`src/rtl/rb_bus_arbiter.sv`:
```
// rb_bus_arbiter: shares the single register-bank access port between NUM_REQ host
// interfaces (for example 0 = UART, 1 = I2C). Each host has a one-deep pending slot.
// Grants are round-robin, and a host may take an exclusive lock for multi-access streams.
//
// Access timing: req_en at cycle T, slot pending at T+1 (IDLE arbitrates), rb_reg_en at T+2
// (ISSUE), rb_data_read sampled at T+3 (CAPTURE), req_ack/req_rdata at T+4.
//
// Ports:
//   clk, resetb    clock; synchronous active-low reset
//   req_addr       per-requester address, slice i belongs to requester i
//   req_wdata      per-requester write data
//   req_en         per-requester single-cycle access strobe
//   req_we         per-requester write qualifier (1 = write)
//   req_lock       per-requester lock request/hold
//   req_ack        one-cycle completion pulse to the served requester
//   req_rdata      read data broadcast to all requesters, valid with req_ack
//   req_overflow   one-cycle pulse when a strobe is dropped because the slot is busy
//   rb_address, rb_data_write, rb_reg_en, rb_write_en  register-bank access port
//   rb_data_read   register-bank read data, valid the cycle after rb_reg_en
//   grant_id       index of the last granted requester
//   lock_valid     a lock is currently held
//   lock_timeout   one-cycle pulse when a lock is force-released
//
// Optional build macro RB_ARB_LOCK_TIMEOUT_EN: a held lock whose owner stays idle for
// LOCK_TIMEOUT cycles is force-released. Without it, locks are held indefinitely and
// lock_timeout is tied low.
module rb_bus_arbiter #(
  parameter int unsigned NUM_REQ      = 2,
  parameter int unsigned ADDR_W       = 8,
  parameter int unsigned DATA_W       = 8,
  parameter int unsigned LOCK_TIMEOUT = 1024
) (
  input  logic                      clk,
  input  logic                      resetb,
  input  logic [NUM_REQ*ADDR_W-1:0] req_addr,
  input  logic [NUM_REQ*DATA_W-1:0] req_wdata,
  input  logic [NUM_REQ-1:0]        req_en,
  input  logic [NUM_REQ-1:0]        req_we,
  input  logic [NUM_REQ-1:0]        req_lock,
  output logic [NUM_REQ-1:0]        req_ack,
  output logic [DATA_W-1:0]         req_rdata,
  output logic [NUM_REQ-1:0]        req_overflow,
  output logic [ADDR_W-1:0]         rb_address,
  output logic [DATA_W-1:0]         rb_data_write,
  output logic                      rb_reg_en,
  output logic                      rb_write_en,
  input  logic [DATA_W-1:0]         rb_data_read,
  output logic [1:0]                grant_id,
  output logic                      lock_valid,
  output logic                      lock_timeout
);

  if (NUM_REQ < 2 || NUM_REQ > 4 || LOCK_TIMEOUT < 1) begin : gen_bad_params
    $error("rb_bus_arbiter: unsupported parameter set");
  end

  typedef enum logic [1:0] {
    StIdle    = 2'd0,
    StIssue   = 2'd1,
    StCapture = 2'd2
  } state_e;

  state_e state_q, state_d;

  // Pending slots
  logic [NUM_REQ-1:0] slot_full_q, slot_full_d;
  logic [NUM_REQ-1:0] slot_we_q;
  logic [ADDR_W-1:0]  slot_addr_q  [NUM_REQ];
  logic [DATA_W-1:0]  slot_wdata_q [NUM_REQ];
  logic [NUM_REQ-1:0] accept, free_oh, overflow_d;

  // Arbitration
  logic [1:0]         ptr_q, winner_q, pick, ptr_next;
  logic               found, grant;
  logic [2:0]         idx;
  logic [NUM_REQ-1:0] owner_oh, win_oh, pick_oh, eligible;
  logic [ADDR_W-1:0]  pick_addr;
  logic [DATA_W-1:0]  pick_wdata;
  logic               pick_we;
  logic               win_we_q;

  // Lock
  logic               lock_valid_q, lock_valid_d;
  logic [1:0]         lock_owner_q;
  logic               lock_hold, lock_acquire, force_release;
  logic [NUM_REQ-1:0] lock_block;

  // Output registers
  logic [NUM_REQ-1:0] req_ack_q, req_overflow_q;
  logic [DATA_W-1:0]  req_rdata_q, rb_data_write_q;
  logic [ADDR_W-1:0]  rb_address_q;
  logic               rb_reg_en_q, rb_write_en_q;

  always_comb begin
    owner_oh = '0;
    for (int i = 0; i < NUM_REQ; i++) owner_oh[i] = (lock_owner_q == 2'(i));
  end

  always_comb begin
    win_oh = '0;
    for (int i = 0; i < NUM_REQ; i++) win_oh[i] = (winner_q == 2'(i));
  end

  // The lock stops gating eligibility in the very cycle req_lock[owner] falls, so a waiting
  // requester is issued the cycle after; lock_valid itself drops one cycle later.
  assign lock_hold = lock_valid_q & (|(req_lock & owner_oh));
  assign eligible  = lock_hold ? (slot_full_q & owner_oh) : slot_full_q;

  // Round-robin: first eligible slot at or after the pointer, wrapping at NUM_REQ.
  always_comb begin
    found = 1'b0;
    pick  = ptr_q;
    idx   = '0;
    for (int k = 0; k < NUM_REQ; k++) begin
      idx = {1'b0, ptr_q} + 3'(k);
      if (idx >= 3'(NUM_REQ)) idx = idx - 3'(NUM_REQ);
      for (int i = 0; i < NUM_REQ; i++) begin
        if (!found && (idx == 3'(i)) && eligible[i]) begin
          found = 1'b1;
          pick  = 2'(i);
        end
      end
    end
  end

  always_comb begin
    pick_oh = '0;
    for (int i = 0; i < NUM_REQ; i++) pick_oh[i] = (pick == 2'(i));
  end

  always_comb begin
    pick_addr  = '0;
    pick_wdata = '0;
    pick_we    = 1'b0;
    for (int i = 0; i < NUM_REQ; i++) begin
      if (pick_oh[i]) begin
        pick_addr  = slot_addr_q[i];
        pick_wdata = slot_wdata_q[i];
        pick_we    = slot_we_q[i];
      end
    end
  end

  assign ptr_next = (pick == 2'(NUM_REQ - 1)) ? 2'd0 : pick + 2'd1;

  always_comb begin
    state_d = state_q;
    grant   = 1'b0;
    case (state_q)
      StIdle: begin
        if (found) begin
          grant   = 1'b1;
          state_d = StIssue;
        end
      end
      StIssue:   state_d = StCapture;
      StCapture: state_d = StIdle;
      default:   state_d = StIdle;
    endcase
  end

  // A slot being issued this cycle frees up in time to take a new strobe.
  assign free_oh     = (state_q == StIssue) ? win_oh : '0;
  assign accept      = req_en & (~slot_full_q | free_oh);
  assign overflow_d  = req_en & ~accept;
  assign slot_full_d = accept | (slot_full_q & ~free_oh);

  assign lock_acquire = grant & (|(pick_oh & req_lock & ~lock_block));

  always_comb begin
    lock_valid_d = lock_valid_q;
    if (lock_valid_q && (!lock_hold || force_release)) lock_valid_d = 1'b0;
    if (lock_acquire) lock_valid_d = 1'b1;
  end

`ifdef RB_ARB_LOCK_TIMEOUT_EN
  localparam int unsigned CntW = $clog2(LOCK_TIMEOUT + 1);

  logic [CntW-1:0]    cnt_q;
  logic               cnt_run;
  logic               lock_timeout_q;
  logic [NUM_REQ-1:0] block_q;

  // Idle time is counted only while the owner has nothing pending.
  assign cnt_run       = lock_hold & ~(|(slot_full_q & owner_oh));
  assign force_release = cnt_run & (cnt_q == CntW'(LOCK_TIMEOUT - 1));

  always_ff @(posedge clk) begin
    if (!resetb) begin
      cnt_q          <= '0;
      lock_timeout_q <= 1'b0;
      block_q        <= '0;
    end else begin
      lock_timeout_q <= force_release;
      if (!lock_valid_q || force_release || (grant && (|(pick_oh & owner_oh)))) begin
        cnt_q <= '0;
      end else if (cnt_run) begin
        cnt_q <= cnt_q + CntW'(1);
      end
      // A timed-out owner must drop req_lock before it can lock again.
      block_q <= (block_q & req_lock) | (force_release ? owner_oh : '0);
    end
  end

  assign lock_block   = block_q;
  assign lock_timeout = lock_timeout_q;
`else
  assign force_release = 1'b0;
  assign lock_block    = '0;
  assign lock_timeout  = 1'b0;
`endif

  always_ff @(posedge clk) begin
    if (!resetb) begin
      state_q         <= StIdle;
      slot_full_q     <= '0;
      slot_we_q       <= '0;
      for (int i = 0; i < NUM_REQ; i++) begin
        slot_addr_q[i]  <= '0;
        slot_wdata_q[i] <= '0;
      end
      ptr_q           <= '0;
      winner_q        <= '0;
      win_we_q        <= 1'b0;
      lock_valid_q    <= 1'b0;
      lock_owner_q    <= '0;
      req_ack_q       <= '0;
      req_overflow_q  <= '0;
      req_rdata_q     <= '0;
      rb_address_q    <= '0;
      rb_data_write_q <= '0;
      rb_reg_en_q     <= 1'b0;
      rb_write_en_q   <= 1'b0;
    end else begin
      state_q        <= state_d;
      slot_full_q    <= slot_full_d;
      req_overflow_q <= overflow_d;
      for (int i = 0; i < NUM_REQ; i++) begin
        if (accept[i]) begin
          slot_addr_q[i]  <= req_addr[i*ADDR_W +: ADDR_W];
          slot_wdata_q[i] <= req_wdata[i*DATA_W +: DATA_W];
          slot_we_q[i]    <= req_we[i];
        end
      end

      lock_valid_q <= lock_valid_d;
      if (lock_acquire) lock_owner_q <= pick;

      if (grant) begin
        winner_q        <= pick;
        ptr_q           <= ptr_next;
        win_we_q        <= pick_we;
        rb_address_q    <= pick_addr;
        rb_data_write_q <= pick_wdata;
        rb_write_en_q   <= pick_we;
        rb_reg_en_q     <= 1'b1;
      end else if (state_q == StIssue) begin
        rb_reg_en_q   <= 1'b0;
        rb_write_en_q <= 1'b0;
      end

      req_ack_q <= '0;
      if (state_q == StCapture) begin
        req_ack_q <= win_oh;
        if (!win_we_q) req_rdata_q <= rb_data_read;
      end
    end
  end

  assign req_ack       = req_ack_q;
  assign req_rdata     = req_rdata_q;
  assign req_overflow  = req_overflow_q;
  assign rb_address    = rb_address_q;
  assign rb_data_write = rb_data_write_q;
  assign rb_reg_en     = rb_reg_en_q;
  assign rb_write_en   = rb_write_en_q;
  assign grant_id      = winner_q;
  assign lock_valid    = lock_valid_q;

endmodule

```
`config.mk`:
```
export PLATFORM = sky130hd
export DESIGN_NAME = rb_bus_arbiter
export DESIGN_NICKNAME = d
export VERILOG_FILES = /design/src/rtl/rb_bus_arbiter.sv
export SDC_FILE = /design/constraint.sdc
export NUM_CORES = 1
export LEC_CHECK = 0
export ABC_AREA = 1
export BUFFER_PORTS_ARGS = -buffer_cell sky130_fd_sc_hd__buf_4
export CORE_MARGIN = 1
export CORE_UTILIZATION = 40
export CTS_BUF_LIST = sky130_fd_sc_hd__clkbuf_4 sky130_fd_sc_hd__clkbuf_8
export DETAILED_ROUTE_END_ITERATION = 6
export PLACE_DENSITY_LB_ADDON = 0.1
export SETUP_SLACK_MARGIN = 0.1
export SLEW_MARGIN = 15
export SYNTH_ARGS = -nofsm -noshare
export SYNTH_HDL_FRONTEND = slang
export SYNTH_SLANG_ARGS = --single-unit
```
`constraint.sdc`:
```
create_clock -name clk -period 3.33 [get_ports clk]
set_clock_uncertainty 0.05 [all_clocks]
set_input_delay 0.333 -clock clk [delete_from_list [all_inputs] [get_ports clk]]
set_output_delay 0.333 -clock clk [all_outputs]
set_load 0.01 [all_outputs]
```
==> results of run 1 <==
per-layer routing:
metal | wire length (microns) | vias up
li1 | - | 1331
met1 | 2880 | 1175
met2 | 3210 | 68
met3 | 365 | 9
met4 | 102 | 0
met5 | 0 | -
worst register-to-register path: cells and delay by family (launching register included):
family	cells	cell delay [ns]
AO/OA/AOI/OAI	1	0.28
buffers and inverters	2	0.12
AND/OR/NAND/NOR	6	1.26
flip-flops	1	0.36
registers in the layout, indices dropped and copies added, names as in the netlist, 8 cells and up:
| register | cells |
|---|---|
| slot_wdata_q | 16 |
| rb_data_write | 8 |
| slot_addr_q | 16 |
| req_rdata | 8 |
| rb_address | 8 |
power by group through the flow:
stage               logic, mW  registers, mW  clock network (mW)
floorplan               0.380           1.19                   0
global placement        0.561           1.17                   0
detailed placement      0.568           1.18                   0
CTS                     0.572           1.16               0.672
global route            0.635           1.17               0.713
finish                  0.562           1.15               0.656
synthesized netlist by cell type (all sizes together):
cell	instances
nand3b	1
and3	1
dfxtp	44
nand4	2
nand3	29
nor2	77
nor3	3
inv	70
buf	10
a21oi	15
o211ai	2
edfxtp	32
conb	1
nand2	74
o21ai	11
a211oi	1
o31ai	2
o21a	1
clkbuf	6
logic make-up (layout without fill, tap and decap cells):
logic type / Yosys count / count (layout)
other: 1 / 1
DFF: 76 / 76
AOI/OAI and AO/OA: 32 / 32
buffers and inverters: 86 / 166
and+or+nand+nor: 187 / 187
worst max-delay path by stage:
stage                          from                 end  depth (start not counted)
floorplan                state_q[0]  slot_addr_q[0][10]                          6
CTS                 lock_owner_q[1]       rb_address[5]                          9
finish              lock_owner_q[1]       rb_address[5]                          9
global placement        req_lock[1]       rb_address[2]                          9
global route             state_q[0]   slot_addr_q[0][8]                          6
detailed placement      req_lock[1]       rb_address[5]                          9
cell type report:
cell class	count	area share
clock inverter	2	0.00247
multi-input combinational	220	0.255
inverter	70	0.0660
tap	102	0.0315
timing repair buffer	80	0.148
clock buffer	14	0.0429
sequential	76	0.454
cells in the final DEF, fill, tap and decap left out, drive strengths merged:
cell and count:
nor3 3, o211ai 2, o31ai 2, clkbuf 14, edfxtp 32, and3 1
a21oi 15, buf 80, o21a 1, nand2 74, nand3b 1, conb 1
nand3 29, a211oi 1, o21ai 11, clkinv 2, inv 70, nor2 77
nand4 2, dfxtp 44
stage by stage:
stage	power (mW)	utilization	area [sq um]	std cells
after floorplan	1.57	-	3280	382
after global placement	1.73	0.496	3870	548
after detailed placement	1.74	0.496	3870	548
after CTS	2.40	0.519	4050	564
after global routing	2.51	0.519	4050	564
final	2.37	0.519	4050	564
==> impl_metrics.env, run 1 <==
export IMPL_status="completed"
export IMPL_hold_ws_ns=0.171
export IMPL_numPortBuffers=80
export IMPL_cts_resized_gates=0
export IMPL_clk_path_buf_depth=2
export IMPL_crit_path_end_kind="flip-flop"
export IMPL_crit_family="simple AND/OR/NAND/NOR gates"
export IMPL_switching_power_mw=0.715
export IMPL_tightest_slew_ns=0.969
export IMPL_synth_compound_area_frac=0.0550
export IMPL_seqPwrFrac=0.487
export IMPL_ys_seq_area_frac=0.562
export IMPL_hold_buffers=0
export IMPL_min_path_cells=3
export IMPL_first_pass_iters=4
export IMPL_drtIter0Drc=62
export IMPL_synthDistinctLibCells=28
export IMPL_required_ns=3.58
export IMPL_htree_levels=3
export IMPL_cpMaxStageDelayCell="and3_1"
export IMPL_start_kind="flip-flop"
export IMPL_via_per_inst=4.58
export IMPL_fillCellCount=769
export IMPL_track_usage=0.169
export IMPL_rows=32
export IMPL_wire_per_inst_microns=11.6
export IMPL_via_count=2583
export IMPL_setup_violations=0
export IMPL_synth_cell_area_sq_um=3280
export IMPL_synthSimpleGateAreaFrac=0.259
export IMPL_path_cells="inv_1 > nand4_1 > nand2_1 > o211ai_2 > and3_1 > nand2_1 > nand3_1 > nand2_1 > inv_1"
export IMPL_drc=0
export IMPL_r2r_end="rb_address[5]"
export IMPL_cts_clk_slew_worst_paths_ns=0.07
export IMPL_grtUsageMet3=0.0476
export IMPL_crit_type="reg2reg"
export IMPL_core_sq_um=7810
export IMPL_yosysTopAreaCell="edfxtp_1"
export IMPL_final_max_slew_viol_count=0
export IMPL_start_util=0.420
export IMPL_rrSetupSlack_ns=1.22
export IMPL_diodes=0
export IMPL_hold_path_endpoint="slot_full_q[0]"
export IMPL_cts_sinks=76
export IMPL_yosys_top_cells_area="edfxtp_1 (29%), dfxtp_1 (27%), nor2_1 (8.7%), inv_1 (7.6%), nand2_1 (7.0%)"
export IMPL_period_minus_slack_ns=2.11
export IMPL_cts_tree="done"
export IMPL_clk_latency_ns=0.35
export IMPL_cpPeakStageDelay_ns=0.76
export IMPL_finalCritPeriodShare=0.633
export IMPL_ioPinCount=82
export IMPL_grtUsageMet1=0.196
export IMPL_dp_slack_ns=1.18
export IMPL_synth_xor_area_frac=0
export IMPL_grt_antenna_before_repair=0
export IMPL_post_cts_setup_buffer_count=0
export IMPL_grt_overflow=0
export IMPL_yosysWarnings=0
export IMPL_p_per_area_nw_per_um2=585
export IMPL_die_w_microns=92.5
export IMPL_place_congestion=0.739
export IMPL_multi_input_area_sq_um=1030
export IMPL_p_sw_frac=0.301
export IMPL_seq_area_sq_um=1840
export IMPL_hp_class="in2reg"
export IMPL_grt_busiest_layer="met2"
export IMPL_dieArea_sq_um=8560
export IMPL_syn_nets=430
export IMPL_avgSynthCellArea_sq_um=8.58
export IMPL_synthAdderAreaFrac=0
export IMPL_numCtsBuffers=9
export IMPL_p_clk_frac=0.276
export IMPL_syn_to_final_growth_pct=23.7
export IMPL_cts_root_buf="clkbuf_8"
export IMPL_grt_pass1_vias=2420
export IMPL_crit_fanout=16
export IMPL_crit_path_frequent_cell="nand2_1"
export IMPL_rsz0062_at_grt="no"
export IMPL_r2r_worst_path_cells=9
export IMPL_globalRouteMet2Util=0.285
export IMPL_fp_dieH_microns=92.5
export IMPL_maxCapViolations=0
export IMPL_grt_max_degree=38
export IMPL_ir_drop_v=0.000219
export IMPL_synth_top_cell_area_share=0.293
export IMPL_ys_ff_latch=76
export IMPL_grt_pass1_wl_mm=11.0
export IMPL_synth_top_family_by_area="simple AND/OR/NAND/NOR gates"
export IMPL_final_layout_size_suffix_gt1_frac=0.273
export IMPL_combPwrFrac=0.237
export IMPL_p_leak_nw=2.02
export IMPL_path_buf_inv=2
export IMPL_slew_headroom=0.353
export IMPL_wirelength_mm=6.56
export IMPL_r2r_start="lock_owner_q[1]"
export IMPL_fmax_ghz=0.474
export IMPL_hold_viol_final=0
export IMPL_cp_arrival_ns=2.36
export IMPL_internal_power_mw=1.66
export IMPL_ant_nets=0
export IMPL_setup_tns_final_ns=0
export IMPL_hold_start="req_en[0]"
export IMPL_timing_final_ws_setup_ns=1.22
export IMPL_detailed_place_hpwl_mm=4.43
export IMPL_synth_cells=382
export IMPL_nets=505
export IMPL_synthMuxAreaShare=0
(Power assumes the default switching activity.)
==> run 2: changes to the inputs <==
- clock period: 3.33 -> 2 ns (I/O delays scaled with it)
==> run 2 against run 1 <==
Compared with the run above: largest cell class unchanged; fmax grew 26%; die area is the same; flip-flop and latch count is the same; non-clock buffer count grew 7; highest routed layer unchanged; hold slack lost 0.11 ns; critical path type unchanged; combinational power grew 80%; sequential share of layout area shrank 1.2 points; clock power grew 54%; largest power group unchanged.
==> impl_metrics.env, run 2 (synthesized netlist as in run 1, its figures left out) <==
export IMPL_numCtsBuffers=9
export IMPL_clk_path_buf_depth=2
export IMPL_rsz0062_at_grt="no"
export IMPL_finalCritPeriodShare=0.838
export IMPL_ioPinCount=82
export IMPL_cts_clk_slew_worst_paths_ns=0.07
export IMPL_nets=514
export IMPL_rows=32
export IMPL_grt_pass1_wl_mm=10.8
export IMPL_first_pass_iters=4
export IMPL_core_sq_um=7810
export IMPL_final_common_cell="buf_4"
export IMPL_status="completed"
export IMPL_syn_to_final_growth_pct=27.1
export IMPL_htree_levels=3
export IMPL_rrSetupSlack_ns=0.32
export IMPL_start_util=0.420
export IMPL_diodes=0
export IMPL_wire_per_inst_microns=11.7
export IMPL_ir_drop_v=0.000341
export IMPL_crit_type="reg2reg"
export IMPL_start_kind="flip-flop"
export IMPL_setup_tns_final_ns=0
export IMPL_power_total_mw=3.95
export IMPL_hold_buffers=0
export IMPL_crit_path_end_kind="flip-flop"
export IMPL_grt_max_degree=38
export IMPL_hold_viol_final=0
export IMPL_fp_dieH_microns=92.5
export IMPL_via_count=2578
export IMPL_p_per_area_nw_per_um2=948
export IMPL_r2r_start="lock_owner_q[1]"
export IMPL_hold_ws_ns=0.0567
export IMPL_dp_cells=552
export IMPL_final_cell_count_no_fill=573
export IMPL_cts_tree="done"
export IMPL_dieArea_sq_um=8560
export IMPL_wirelength_mm=6.73
export IMPL_ant_nets=0
export IMPL_setup_violations=0
export IMPL_required_ns=2.19
export IMPL_detailed_place_hpwl_mm=4.49
export IMPL_r2r_worst_path_cells=12
export IMPL_clk_latency_ns=0.34
export IMPL_p_leak_nw=2.06
export IMPL_period_minus_slack_ns=1.68
export IMPL_numPortBuffers=80
export IMPL_cts_sinks=76
export IMPL_drc=0
export IMPL_drtIter0Drc=74
export IMPL_largestRegisters="slot_addr_q (16), slot_wdata_q (16)"
export IMPL_r2r_end="rb_address[5]"
export IMPL_cts_root_buf="clkbuf_8"
export IMPL_grt_pass1_vias=2404
export IMPL_final_cell_mix="buf_4 (85), nor2_1 (76), inv_1 (66)"
export IMPL_grt_overflow=0
export IMPL_crit_start="lock_owner_q[1]"
export IMPL_final_layout_size_suffix_gt1_frac=0.295
export IMPL_track_usage=0.164
export IMPL_cp_arrival_ns=1.86
export IMPL_via_per_inst=4.50
export IMPL_crit_fanout=19
export IMPL_final_max_slew_viol_count=0
export IMPL_fmax_ghz=0.597
export IMPL_place_congestion=0.799
export IMPL_grt_antenna_before_repair=0
export IMPL_crit_end="rb_address[5]"
export IMPL_hp_class="in2reg"
export IMPL_maxCapViolations=0
export IMPL_die_w_microns=92.5
[run 2: stage by stage]
stage	area [sq um]	util	setup WS (ns)
detailed placement	3930	0.503	0.00181
global route	4170	0.534	0.0919
finish	4170	0.534	0.325
floorplan	3280	-	0.188
global placement	3930	0.503	0.0757
CTS	4100	0.525	0.143
[run 2: report_power, final]
group          internal [mW]  total [mW]  switching [mW]
Clock                  0.501        1.01           0.511
Combinational          0.426        1.01           0.587
Sequential              1.82        1.93           0.104
Total                   2.75        3.95            1.20
[run 2: worst max-delay path, stage by stage (launching register included)]
cell,delay (ns)
dfxtp_1,0.32
inv_1,0.09
nand4_1,0.14
nand2_2,0.13
nor2_2,0.05
inv_1,0.05
o211ai_1,0.14
nand2_4,0.21
clkinv_8,0.13
nor2_1,0.11
nor2_1,0.05
nand2_1,0.08
inv_1,0.03
[run 2: metal layers]
metal / vias up / track usage / part of all wire
li1: 1347 / - / -
met1: 1158 / 0.186 / 0.44
met2: 65 / 0.291 / 0.50
met3: 8 / 0.0525 / 0.046
met4: 0 / 0.0547 / 0.012
met5: - / 0 / 0
[run 2: worst min path at each step]
stage / start / to / slack [ns] / cells after the start
2_1_floorplan: req_en[0] / slot_full_q[0] / 0.28 / 2
3_3_place_gp: req_rdata[3] / req_rdata[3] / 0.38 / 2
3_5_place_dp: req_rdata[0] / req_rdata[0] / 0.39 / 2
4_1_cts: req_en[0] / slot_full_q[0] / 0.04 / 3
5_1_grt: req_en[1] / req_overflow[1] / 0.05 / 3
6_report: req_en[0] / slot_full_q[0] / 0.06 / 3
[run 2: final cells by class]
class	instances	area, sq um
Clock buffer	13	154
Clock inverter	3	16.3
Fill cell	763	3640
Inverter	70	280
Multi-Input combinational cell	221	1060
Sequential cell	76	1840
Tap cell	102	128
Timing Repair Buffer	87	678
Timing Repair inverter	1	11.3
[run 2: repair_timing]
action | in CTS | in global routing
setup buffers | 0 | 3
gates resized for setup | 1 | 12
gates cloned | 0 | 2
setup endpoints to repair | 16 | 86
pin swaps | 0 | 2
==> run 3: changes to the inputs <==
- clock period: 2 -> 1.49 ns (I/O delays scaled with it)
==> run 3 against run 2 <==
Compared with the run above: the run now ends with negative setup slack left; routed wire length increased by 12%; sequential share of layout area decreased by 7.4 points; critical endpoint is now ptr_q[0]; largest power group unchanged; critical path depth decreased by 3; largest cell class unchanged.
==> impl_metrics.env, run 3 (synthesized netlist as in run 1, its figures left out) <==
export IMPL_cts_tree="done"
export IMPL_final_cell_count_no_fill=607
export IMPL_r2r_end="ptr_q[0]"
export IMPL_crit_type="reg2reg"
export IMPL_dp_slack_ns=-0.153
export IMPL_grt_max_degree=23
export IMPL_hold_start="rb_data_read[6]"
export IMPL_p_leak_nw=2.33
export IMPL_place_congestion=0.750
export IMPL_diodes=0
export IMPL_period_minus_slack_ns=1.62
export IMPL_drtIter0Drc=48
export IMPL_ant_nets=0
export IMPL_detailed_place_hpwl_mm=4.70
export IMPL_hold_ws_ns=0.0348
export IMPL_syn_to_final_growth_pct=53.1
export IMPL_rows=32
export IMPL_final_common_cell="buf_4"
export IMPL_rrSetupSlack_ns=-0.13
export IMPL_via_per_inst=4.46
export IMPL_min_path_cells=3
export IMPL_seqPwrFrac=0.426
export IMPL_violations="negative setup slack"
export IMPL_finalCritPeriodShare=1.09
export IMPL_ioPinCount=82
export IMPL_hold_viol_final=0
export IMPL_rsz0062_at_grt="yes"
export IMPL_r2r_worst_path_cells=9
export IMPL_track_usage=0.183
export IMPL_numCtsBuffers=9
export IMPL_htree_levels=3
export IMPL_ir_drop_v=0.000705
export IMPL_power_total_mw=6.14
export IMPL_fp_dieH_microns=92.5
export IMPL_start_util=0.420
export IMPL_seq_area_sq_um=1850
export IMPL_die_w_microns=92.5
export IMPL_p_per_area_nw_per_um2=1220
export IMPL_p_clk_frac=0.247
export IMPL_fmax_ghz=0.616
export IMPL_setup_violations=70
export IMPL_grt_pass1_wl_mm=12.1
export IMPL_cp_arrival_ns=1.80
export IMPL_clk_latency_ns=0.34
export IMPL_grt_pass1_vias=2629
export IMPL_largestRegisters="slot_addr_q (16), slot_wdata_q (16)"
export IMPL_start_kind="flip-flop"
export IMPL_clk_path_buf_depth=2
export IMPL_grt_antenna_before_repair=0
export IMPL_numPortBuffers=80
export IMPL_wirelength_mm=7.55
export IMPL_postLayoutCoreUtil=0.643
export IMPL_multi_input_area_sq_um=1520
export IMPL_fillCellCount=664
export IMPL_dp_cells=573
export IMPL_core_sq_um=7810
export IMPL_internal_power_mw=4.20
export IMPL_hold_path_endpoint="req_rdata[6]"
export IMPL_via_count=2710
export IMPL_hp_class="in2reg"
export IMPL_nets=548
export IMPL_final_cell_mix="buf_4 (104), inv_1 (62), nand2_1 (50)"
export IMPL_final_max_slew_viol_count=0
export IMPL_cts_clk_slew_worst_paths_ns=0.07
export IMPL_switching_power_mw=1.94
export IMPL_required_ns=1.67
export IMPL_crit_path_end_kind="flip-flop"
export IMPL_final_layout_size_suffix_gt1_frac=0.495
export IMPL_wire_per_inst_microns=12.4
export IMPL_p_sw_frac=0.316
export IMPL_cts_sinks=76
export IMPL_drc=0
export IMPL_combPwrFrac=0.326
export IMPL_timing_final_ws_setup_ns=-0.134
export IMPL_r2r_start="lock_owner_q[1]"
export IMPL_maxCapViolations=0
export IMPL_status="complete, but fails checks"
export IMPL_dieArea_sq_um=8560
export IMPL_crit_fanout=11
export IMPL_cts_root_buf="clkbuf_8"
export IMPL_grt_overflow=0
export IMPL_first_pass_iters=4
-- run 3: what timing repair did --
item / CTS / global route
setup buffers: 5 / 6
gates cloned: 4 / 3
endpoints found under the setup margin: 91 / 92
hold buffers: 0 / 0
gates resized for setup: 56 / 69
pin swaps: 11 / 20
-- run 3: area by class of cell --
class | count | share of cell area
Sequential cell | 76 | 0.369
Multi-Input combinational cell | 222 | 0.303
Timing Repair Buffer | 117 | 0.198
Inverter | 70 | 0.0573
Clock buffer | 11 | 0.0277
Tap cell | 102 | 0.0254
Clock inverter | 5 | 0.0105
Timing Repair inverter | 4 | 0.00997
-- run 3: through the flow --
step                TNS, ns  cell area (sq um)
floorplan            -0.896               3360
global placement      -6.78               4190
detailed placement    -8.24               4190
CTS                   -2.23               4680
global route         -10.07               5020
finish                -3.03               5020
-- run 3: worst max path at each step --
stage                         start                 end  slack, ns  cells past startpoint
global placement    lock_owner_q[0]       rb_address[5]      -0.12                     13
global route        lock_owner_q[1]       rb_address[7]      -0.26                     13
CTS                 lock_owner_q[0]       rb_address[1]      -0.10                     13
finish              lock_owner_q[1]            ptr_q[0]      -0.13                      9
detailed placement       state_q[0]  slot_wdata_q[0][6]      -0.15                      8
floorplan           lock_owner_q[0]    rb_data_write[0]      -0.07                     13
-- run 3: critical path, cell delays in order (launching register included) --
cell and delay, ns:
dfxtp_2 0.35, inv_2 0.04, nand4_1 0.11, nand2_2 0.11, o211ai_1 0.28, nand2_4 0.12, inv_8 0.11, buf_12 0.15
nor2_1 0.04, o21a_1 0.15
-- run 3: power groups by stage --
stage	sequential (mW)	combinational [mW]	clock (mW)
final	2.62	2.01	1.52
after CTS	2.59	1.76	1.58
after detailed placement	2.63	1.56	0
after global placement	2.63	1.54	0
after global routing	2.65	2.20	1.67
after floorplan	2.68	0.894	0
-- run 3: metal layers --
metal / wire length (microns) / track usage
met2: 3990 / 0.335
met1: 3080 / 0.204
met5: 0 / 0
met4: 68 / 0.0573
met3: 410 / 0.0517
